### config.mk
export PLATFORM = sky130hd
export DESIGN_NAME = bt656_luma_extractor
export DESIGN_NICKNAME = d
export VERILOG_FILES = /design/src/rtl/bt656_luma_extractor.sv
export SDC_FILE = /design/constraint.sdc
export NUM_CORES = 1
export LEC_CHECK = 0
export ABC_CLOCK_PERIOD_IN_PS = 3000
export CAP_MARGIN = 20
export CORE_UTILIZATION = 55
export CTS_BUF_LIST = sky130_fd_sc_hd__clkbuf_4 sky130_fd_sc_hd__clkbuf_8 sky130_fd_sc_hd__clkbuf_16
export DETAILED_ROUTE_END_ITERATION = 7
export GPL_ROUTABILITY_DRIVEN = 0
export HOLD_SLACK_MARGIN = 0.05
export PLACE_DENSITY = 0.78
export SETUP_SLACK_MARGIN = 0.1
export SYNTH_ARGS = -nofsm -noshare
export SYNTH_HDL_FRONTEND = slang
export SYNTH_SLANG_ARGS = --single-unit
### constraint.sdc
create_clock -name clock -period 3 [get_ports clock]
set_input_delay 0.45 -clock clock [delete_from_list [all_inputs] [get_ports clock]]
set_output_delay 0.45 -clock clock [all_outputs]
set_load 0.01 [all_outputs]
### src/rtl/bt656_luma_extractor.sv
// BT.656 front end: finds FF 00 00 XY timing codes, validates XY and emits exactly
// ACTIVE_PIXELS luma bytes per accepted active line into the line FIFO.
module bt656_luma_extractor #(
  parameter int unsigned ACTIVE_PIXELS = 720,
  parameter logic [7:0]  BLACK_Y       = 8'h10
) (
  input  logic       clock,
  input  logic       reset,
  input  logic [7:0] bt656_data,
  input  logic       fifo_full,
  output logic [7:0] data_out,
  output logic       write,
  output logic       field,
  output logic       vblank,
  output logic       sav_pulse,
  output logic       eav_pulse,
  output logic       line_dropped,
  output logic       protect_err,
  output logic       short_line
);

  localparam int unsigned LINE_BYTES = 2 * ACTIVE_PIXELS;
  localparam int unsigned CNT_W      = $clog2(LINE_BYTES);
  localparam int unsigned REM_W      = $clog2(ACTIVE_PIXELS + 1);
  localparam logic [CNT_W-1:0] LAST_BYTE = CNT_W'(LINE_BYTES - 1);
  localparam logic [REM_W-1:0] FULL_LINE = REM_W'(ACTIVE_PIXELS);

  typedef enum logic [1:0] {SEARCH, ACTIVE, PAD} state_t;
  typedef enum logic [1:0] {PRE_NONE, PRE_FF, PRE_FF00, PRE_FF0000} pre_t;

  state_t           state_reg, state_next;
  pre_t             pre_reg, pre_next;
  logic [CNT_W-1:0] cnt_reg, cnt_next;
  logic [REM_W-1:0] rem_reg, rem_next;

  logic [7:0] data_next;
  logic       write_next, field_next, vblank_next;
  logic       sav_next, eav_next, dropped_next, perr_next, short_next;

  logic xy_f, xy_v, xy_h, xy_ok, is_xy, code_ok, code_sav, code_eav;

  assign xy_f  = bt656_data[6];
  assign xy_v  = bt656_data[5];
  assign xy_h  = bt656_data[4];
  assign xy_ok = bt656_data[7]
               & (bt656_data[3] == (xy_v ^ xy_h))
               & (bt656_data[2] == (xy_f ^ xy_h))
               & (bt656_data[1] == (xy_f ^ xy_v))
               & (bt656_data[0] == (xy_f ^ xy_v ^ xy_h));
  assign is_xy    = (pre_reg == PRE_FF0000);
  assign code_ok  = is_xy & xy_ok;
  assign code_sav = code_ok & ~xy_h;
  assign code_eav = code_ok & xy_h;

  // A new FF always restarts the preamble, even mid-line or as the XY byte.
  always_comb begin
    pre_next = PRE_NONE;
    if (bt656_data == 8'hFF)
      pre_next = PRE_FF;
    else if (bt656_data == 8'h00 && pre_reg == PRE_FF)
      pre_next = PRE_FF00;
    else if (bt656_data == 8'h00 && pre_reg == PRE_FF00)
      pre_next = PRE_FF0000;
  end

  always_comb begin
    state_next   = state_reg;
    cnt_next     = cnt_reg;
    rem_next     = rem_reg;
    data_next    = data_out;
    write_next   = 1'b0;
    field_next   = field;
    vblank_next  = vblank;
    sav_next     = code_sav;
    eav_next     = code_eav;
    perr_next    = is_xy & ~xy_ok;
    dropped_next = 1'b0;
    short_next   = 1'b0;

    if (code_ok)
      vblank_next = xy_v;
    if (code_sav)
      field_next = xy_f;

    unique case (state_reg)
      SEARCH: begin
        if (code_sav && !xy_v) begin
          if (fifo_full) begin
            dropped_next = 1'b1;
          end else begin
            state_next = ACTIVE;
            cnt_next   = '0;
          end
        end
      end
      ACTIVE: begin
        if (bt656_data == 8'hFF) begin
          // Pad the rest of the line so the FIFO slot stays aligned.
          short_next = 1'b1;
          state_next = PAD;
          rem_next   = FULL_LINE - REM_W'(cnt_reg >> 1);
        end else begin
          if (cnt_reg[0]) begin
            write_next = 1'b1;
            data_next  = bt656_data;
          end
          if (cnt_reg == LAST_BYTE)
            state_next = SEARCH;
          else
            cnt_next = cnt_reg + CNT_W'(1);
        end
      end
      PAD: begin
        write_next = 1'b1;
        data_next  = BLACK_Y;
        rem_next   = rem_reg - REM_W'(1);
        if (rem_reg == REM_W'(1))
          state_next = SEARCH;
        if (code_sav && !xy_v)
          dropped_next = 1'b1;
      end
      default: state_next = SEARCH;
    endcase
  end

  always_ff @(posedge clock or posedge reset) begin
    if (reset) begin
      state_reg    <= SEARCH;
      pre_reg      <= PRE_NONE;
      cnt_reg      <= '0;
      rem_reg      <= '0;
      data_out     <= '0;
      write        <= 1'b0;
      field        <= 1'b0;
      vblank       <= 1'b0;
      sav_pulse    <= 1'b0;
      eav_pulse    <= 1'b0;
      line_dropped <= 1'b0;
      protect_err  <= 1'b0;
      short_line   <= 1'b0;
    end else begin
      state_reg    <= state_next;
      pre_reg      <= pre_next;
      cnt_reg      <= cnt_next;
      rem_reg      <= rem_next;
      data_out     <= data_next;
      write        <= write_next;
      field        <= field_next;
      vblank       <= vblank_next;
      sav_pulse    <= sav_next;
      eav_pulse    <= eav_next;
      line_dropped <= dropped_next;
      protect_err  <= perr_next;
      short_line   <= short_next;
    end
  end

endmodule

# == Word-level counts from Yosys, hierarchy flattened ==
# Index checks and enable logic that the tools add are counted.
# op_classes
n_addsub,3
n_eq_ne,20
n_mux,28
n_bitwise,14
n_reduce_logical,12
# ops
op,count
11-bit two-way mux,4
11-bit one-hot mux with 2 select lines,1
10-bit one-hot mux with 2 select lines,1
2-bit two-way mux,8
8-bit two-way mux,2
8-bit one-hot mux with 2 select lines,1
"2-bit != test, second input constant",7
"11-bit by 1-bit adder with 11-bit output, second input constant",1
"11-bit equality test, second input constant",1
"10-bit by 1-bit equality test with 1-bit output, second input constant",1
10-bit two-way mux,1
"10-bit by 1-bit subtractor with 10-bit output, second input constant",1
"10-bit subtractor, first input constant",1
1-bit AND,8
"8-bit equality test, second input constant",1
8-bit logical NOT,1
1-bit two-way mux,7
"2-bit equality test, second input constant",3
2-bit one-hot mux with 3 select lines,1
5-bit AND reduction,1
1-bit equality test,4
"2-bit by 1-bit equality test with 1-bit output, second input constant",2
1-bit one-hot mux with 2 select lines,2
4-bit AND reduction,1
other kinds (9),16
# word_totals
regBits,41
word_cells,90

# == Depth between registers and ports, before layout ==
# Gate-level depths: netlist of the first run.
# depth
word_depth,11
mapped_depth,8
ltp_nobuf,7

# == Least setup slack after synthesis of the first run ==
# No wires, ideal clock.
# synth_path
path_type,reg-to-reg
from,register cnt_reg[0]
to,register cnt_reg[10]
setup_ns,0.081
t_arrival_ns,2.044
required_time_ns,2.919
slack_ns,0.876
path_stages_with_launch,8
n_path_buf,1
period_less_slack_ns,2.124
cell_sequence,dfrtp_1 > ha_1 > and4_4 > and4_4 > buf_6 > or4_4 > or3_1 > o211ai_2
# synth_between
elab_chain_cells,4
# synth_rtl
item,line,text
from (decl),33,"logic [CNT_W-1:0] cnt_reg, cnt_next;"
from (signal assigned),144,cnt_reg <= cnt_next;
11-bit by 1-bit adder with 11-bit output,110,cnt_next = cnt_reg + CNT_W'(1);
11-bit two-way mux,107,if (cnt_reg == LAST_BYTE)
11-bit two-way mux,97,if (bt656_data == 8'hFF) begin
11-bit one-hot mux with 2 select lines,85,unique case (state_reg)
# Several ways; a longest one is shown, not always the timed one. The select of a mux whose other input is x is not followed.
# A chain may end at the register's enable or synchronous reset.

# == Worst setup path in the final report of the first run ==
# layout_path
from,input bt656_data[5]
to,register cnt_reg[3]
# layout_between
elab_chain_cells,11
# layout_rtl
item,line,text
from (decl),9,"input logic [7:0] bt656_data,"
1-bit bitwise XOR,46,& (bt656_data[3] == (xy_v ^ xy_h))
1-bit equality test,46,
1-bit AND,46,
1-bit AND,47,& (bt656_data[2] == (xy_f ^ xy_h))
1-bit AND,48,& (bt656_data[1] == (xy_f ^ xy_v))
1-bit AND,49,& (bt656_data[0] == (xy_f ^ xy_v ^ xy_h));
1-bit AND,51,assign code_ok = is_xy & xy_ok;
1-bit AND,52,assign code_sav = code_ok & ~xy_h;
1-bit logical AND,87,if (code_sav && !xy_v) begin
2-bit != test (no line),--,
5-bit AND reduction (no line) (*),--,
# Every way passes the cells marked *; elsewhere a longest branch is shown, timed or not.

==> impl_metrics.yaml, run 1 <==
run_status:
  outcome: "finished, final reports clean"
floorplanning:
  start_util: 0.592
  die_w_um: 68.6
  dieArea_um2: 4700
  ios: 27
  core_area_um2: 4120
  die_h_um: 68.6
  rows: 23
power_and_ir_drop:
  p_leak_uw: 0.00122
  power_density_nw_per_um2: 711
  ir_drop_uv: 384
synth:
  synthArstFlopShare: 1.00
  ys_warn_count: 0
  synth_seq_cells: 41
  synth.distinct_cells: 55
  syn_avg_cell_area_um2: 9.55
  synth_edf_count: 0
  ys_seq_area_frac: 0.421
  syn_area_um2: 2440
  synth_cells: 255
  synthesis.nets: 276
  ys.flop_type: "dfrtp_1"
clocking:
  tritoncts: "done"
  cts_hold_buf: 0
  post_cts_buffers: 0
  root_buffer: "clkbuf_8"
  cts_resized: 0
  clock_path_buffers: 2
  path_clk_slew_ps: 80
  clock_latency_ps: 300
  cts_inserted_buffers: 5
  htreeDepth: 2
  clkSinkCount: 41
worst_setup_path:
  max_stage_delay_ps: 650
  cp_max_fo: 13
  cp.buffers_inverters: 3
  path_delay_family: "buffers and inverters"
  endpoint_kind: "flop"
  crit_chain: "clkdlybuf4s50_1, inv_1, ha_1, xnor2_1, and3_1, o211ai_1, buf_4, a221oi_1, o22ai_1"
  start_kind: "input pin"
  worst_path_max_delay_cell: "clkdlybuf4s50_1"
  required_ps: 3180
  cp.arrival_ps: 2710
  path_class: "in -> reg"
timing:
  maxSlewViolCount: 0
  skew_ps: 3.34
  period_minus_slack_ps: 2540
  max_freq_mhz: 394
  fin_crit_sh: 0.845
  fin_ws_ps: 464
  tightest_slew_ps: 694
  rsz0062_at_grt: "false"
  hold_viol: 0
  fin_tns_setup_ps: 0
  setup_viol: 0
  relSlewSlack: 0.538
detailed_routing:
  firstDrtPassIters: 4
  drt.antenna.violating_nets: 0
  viasPerCell: 6.30
  via_count: 2084
  routed_wl_mm: 5.43
  wl_per_cell_um: 16.4
  route.detailed.drc: 0
  drtIter0Drc: 201
final_layout:
  drive_above_1_share: 0.0747
  fin_nets: 301
  fillers: 345
  final_common_cell: "dfrtp_1"
  largest_reg_flops: 11
  utilization: 0.692
  diodes: 0
  seq_area_um2: 1030
  multi_input_area_um2: 1260
  syn_to_final_growth_pct: 16.8
  final_cell_mix: "dfrtp_1, clkdlybuf4s50_1, inv_1, nand2_1, nor2_1"
placement:
  hpwlAfterDp_mm: 3.90
  place_ws_ps: 192
  port_buffers: 26
grt:
  gr-total-overflow: 0
  first_global_vias: 1871
  grt_pass1_wl_mm: 8.83
  antenna_found_initial: 0
  grt_max_degree: 35
  grt_usage: 0.259
run:
  maxCapViolCount: 0
min_path:
  hold_class: "in -> async"
metrics by stage:
step	hold slack [ps]	std cells	area [µm²]	total power [µW]
after floorplan	443	255	2440	1290
after global placement	469	323	2730	1530
after detailed placement	483	323	2730	1540
after CTS	393	331	2850	2020
after global routing	435	331	2850	2150
final	385	331	2850	2020
worst paths after layout:
check	start	depth (start not counted)	endpoint	slack, ps
worst max register to register	state_reg[1]	6	cnt_reg[10]	610
min in group clock	rem_reg[7]	2	rem_reg[7]	500
max in group asynchronous	reset	3	field	1890
worst min-delay path	reset	2	rem_reg[1]	380
worst min register to register	rem_reg[7]	2	rem_reg[7]	500
worst max-delay path	bt656_data[5]	9	cnt_reg[3]	460
final cells by class:
cell class,count,area share
tap,50,0.0220
timing repair buffer,31,0.105
multi-input combinational,181,0.444
clock inverter,1,0.0105
clock buffer,7,0.0316
sequential,41,0.360
inverter,20,0.0264
cell usage after synthesis (2+ instances only):
master | n | area (µm²)
nand2b_1 | 4 | 25.0
a221o_1 | 3 | 30.0
o2bb2ai_1 | 2 | 17.5
xnor2_1 | 7 | 61.3
nor3_1 | 7 | 35.0
a21oi_1 | 14 | 70.1
mux2_1 | 2 | 22.5
buf_6 | 2 | 22.5
o21ai_1 | 2 | 10.0
xor2_1 | 4 | 35.0
a21boi_0 | 2 | 15.0
nor2_1 | 15 | 56.3
a211oi_1 | 2 | 15.0
nand2_1 | 17 | 63.8
a211o_1 | 2 | 17.5
o32ai_1 | 2 | 17.5
dfrtp_1 | 41 | 1030
ha_1 | 10 | 125
and4_4 | 2 | 22.5
inv_1 | 20 | 75.1
and3_1 | 2 | 12.5
buf_2 | 2 | 10.0
o211ai_1 | 3 | 22.5
o21ai_0 | 12 | 60.1
or4_1 | 2 | 15.0
a22o_1 | 11 | 96.3
a221oi_1 | 5 | 43.8
nor4_1 | 5 | 31.3
o22ai_1 | 7 | 43.8
nand3_1 | 8 | 40.0
clkbuf_1 | 8 | 30.0
mux2i_1 | 2 | 20.0
or3_1 | 3 | 18.8
nand4_1 | 3 | 18.8
and2_1 | 2 | 12.5
logic make-up (layout without fill, tap and decap cells):
family / Yosys count / in the layout / synth area share
compound gates: 78 / 78 / 0.231
xor+xnor: 12 / 12 / 0.0488
fa+ha+maj: 10 / 10 / 0.0514
buf+inv: 33 / 59 / 0.0596
flops: 41 / 41 / 0.421
mux: 5 / 5 / 0.0221
simple gates: 76 / 76 / 0.166
power breakdown:
part | internal (µW) | switching, µW
sequential | 657 | 101
clock | 280 | 194
combinational | 366 | 425
metal layers:
metal  global-route usage  vias up  share of wire
met5                    0        -              0
met4               0.0859        0          0.015
met3               0.0625       10          0.056
met2                0.366       74           0.44
met1                0.383     1011           0.49
li1                     -      989              -
No activity file was read; power rests on OpenSTA's default activity.
==> run 2: changes to the inputs <==
- ABC_CLOCK_PERIOD_IN_PS: 3000 -> 2570
- clock period: 3 -> 2.57 ns (I/O delays scaled with it)
==> impl_metrics.yaml, run 2 (synthesis gave the netlist of run 1 again) <==
run_status:
  outcome: "finished, final reports clean"
power_and_ir_drop:
  p_leak_uw: 0.00127
  swShare: 0.371
  comb_power_share: 0.425
  ir_drop_uv: 449
  p_seq_frac: 0.388
  power_frac_clock: 0.187
  p_sw_uw: 840
  p_int_uw: 1430
  power_density_nw_per_um2: 777
detailed_routing:
  routed_wl_mm: 5.60
  viasPerCell: 6.17
  route.detailed.drc: 0
  drtIter0Drc: 209
  firstDrtPassIters: 5
  via_count: 2116
  wl_per_cell_um: 16.3
  drt.antenna.violating_nets: 0
final_layout:
  fin_nets: 313
  multi_input_area_um2: 1260
  seq_area_um2: 1030
  fillers: 321
  diodes: 0
  final_common_cell: "dfrtp_1"
  utilization: 0.708
  syn_to_final_growth_pct: 19.7
  final_cell_mix: "dfrtp_1, clkdlybuf4s50_1, inv_1, nand2_1, buf_4"
  largest_reg_flops: 11
  design_area_um2: 2920
  drive_above_1_share: 0.113
clocking:
  clock_path_buffers: 2
  cts_hold_buf: 0
  cts_inserted_buffers: 5
  tritoncts: "done"
  cts_resized: 0
  clkSinkCount: 41
  path_clk_slew_ps: 80
  clock_latency_ps: 300
  htreeDepth: 2
  root_buffer: "clkbuf_8"
  post_cts_buffers: 0
min_path:
  hold_class: "reg -> reg"
worst_setup_path:
  r2r-start: "cnt_reg[0]"
  r2r_setup_slack_ps: 340
  critPathCapture: "cnt_reg[8]"
  endpoint_kind: "flop"
  r2r-end: "cnt_reg[10]"
  worst_path_max_delay_cell: "clkdlybuf4s50_1"
  required_ps: 2810
  cp_max_fo: 13
  path_class: "in -> reg"
  setup.worst_path.start: "bt656_data[5]"
  crit_chain: "clkdlybuf4s50_1, inv_1, ha_1, xnor2_1, and3_1, o211ai_1, buf_4, a21boi_0, a22o_1"
  cp.arrival_ps: 2510
  start_kind: "input pin"
  rr_worst_depth: 6
  max_stage_delay_ps: 520
placement:
  port_buffers: 26
  hpwlAfterDp_mm: 3.97
  post_dp_cell_area_um2: 2830
timing:
  relSlewSlack: 0.550
  max_freq_mhz: 441
  tightest_slew_ps: 674
  maxSlewViolCount: 0
  rsz0062_at_grt: "false"
  period_minus_slack_ps: 2270
  skew_ps: 10.7
  setup_viol: 0
  fin_tns_setup_ps: 0
  fin_crit_sh: 0.883
  hold_viol: 0
  whs_ps: 480
floorplanning:
  start_util: 0.592
  ios: 27
  die_h_um: 68.6
  die_w_um: 68.6
  dieArea_um2: 4700
  rows: 23
  core_area_um2: 4120
grt:
  antenna_found_initial: 0
  first_global_vias: 1904
  grt_max_degree: 42
  grt_pass1_wl_mm: 9.14
  gr-total-overflow: 0
  grt_usage: 0.266
run:
  maxCapViolCount: 0
## run 2: through the flow
stage	cells	total power, µW	setup slack [ps]
after floorplan	255	1510	446
final	343	2270	301
after detailed placement	335	1840	24.1
after global routing	343	2410	178
after CTS	343	2260	310
after global placement	335	1820	68.3
## run 2: worst max-delay path, delay by kind of cell
kind                     cells  cell delay [ps]
AND/OR/NAND/NOR              1              190
XOR/XNOR                     1              130
adder cells (fa/ha/maj)      1              290
buffers and inverters        3              830
AO/OA/AOI/OAI                3              690
## run 2: power groups by stage
stage          clock (µW)  combinational, µW  sequential (µW)
6_report              423                963              879
5_1_grt               450               1060              896
4_1_cts               427                954              877
3_5_place_dp            0                946              889
3_3_place_gp            0                935              887
2_1_floorplan           0                620              888
## run 2: final cells by class
| type | instances | share of cell area |
|---|---|---|
| well taps | 50 | 0.0215 |
| clock inverters | 2 | 0.00343 |
| inverters | 20 | 0.0258 |
| flip-flops and latches | 41 | 0.352 |
| repair buffers | 43 | 0.137 |
| multi-input cells | 181 | 0.434 |
| clock buffers | 6 | 0.0262 |
## run 2: how the worst min path moves through the flow
stage,startpoint,depth (start not counted),end
3_3_place_gp,rem_reg[7],2,rem_reg[7]
5_1_grt,data_out[5],1,data_out[5]
4_1_cts,rem_reg[7],2,rem_reg[7]
2_1_floorplan,rem_reg[7],2,rem_reg[7]
3_5_place_dp,rem_reg[7],2,rem_reg[7]
6_report,rem_reg[7],2,rem_reg[7]
## run 2: metal layers
metal | vias up | wire length (µm) | track usage
met1 | 1008 | 2700 | 0.388
met2 | 79 | 2480 | 0.391
li1 | 1021 | - | -
met5 | - | 0 | 0
met3 | 8 | 346 | 0.0559
met4 | 0 | 70 | 0.0859
==> run 3: changes to the inputs <==
- HOLD_SLACK_MARGIN: 0.05 -> 0.15
==> results of run 3 <==
No change in the layout: final DEF, timing and power equal those of run 2.
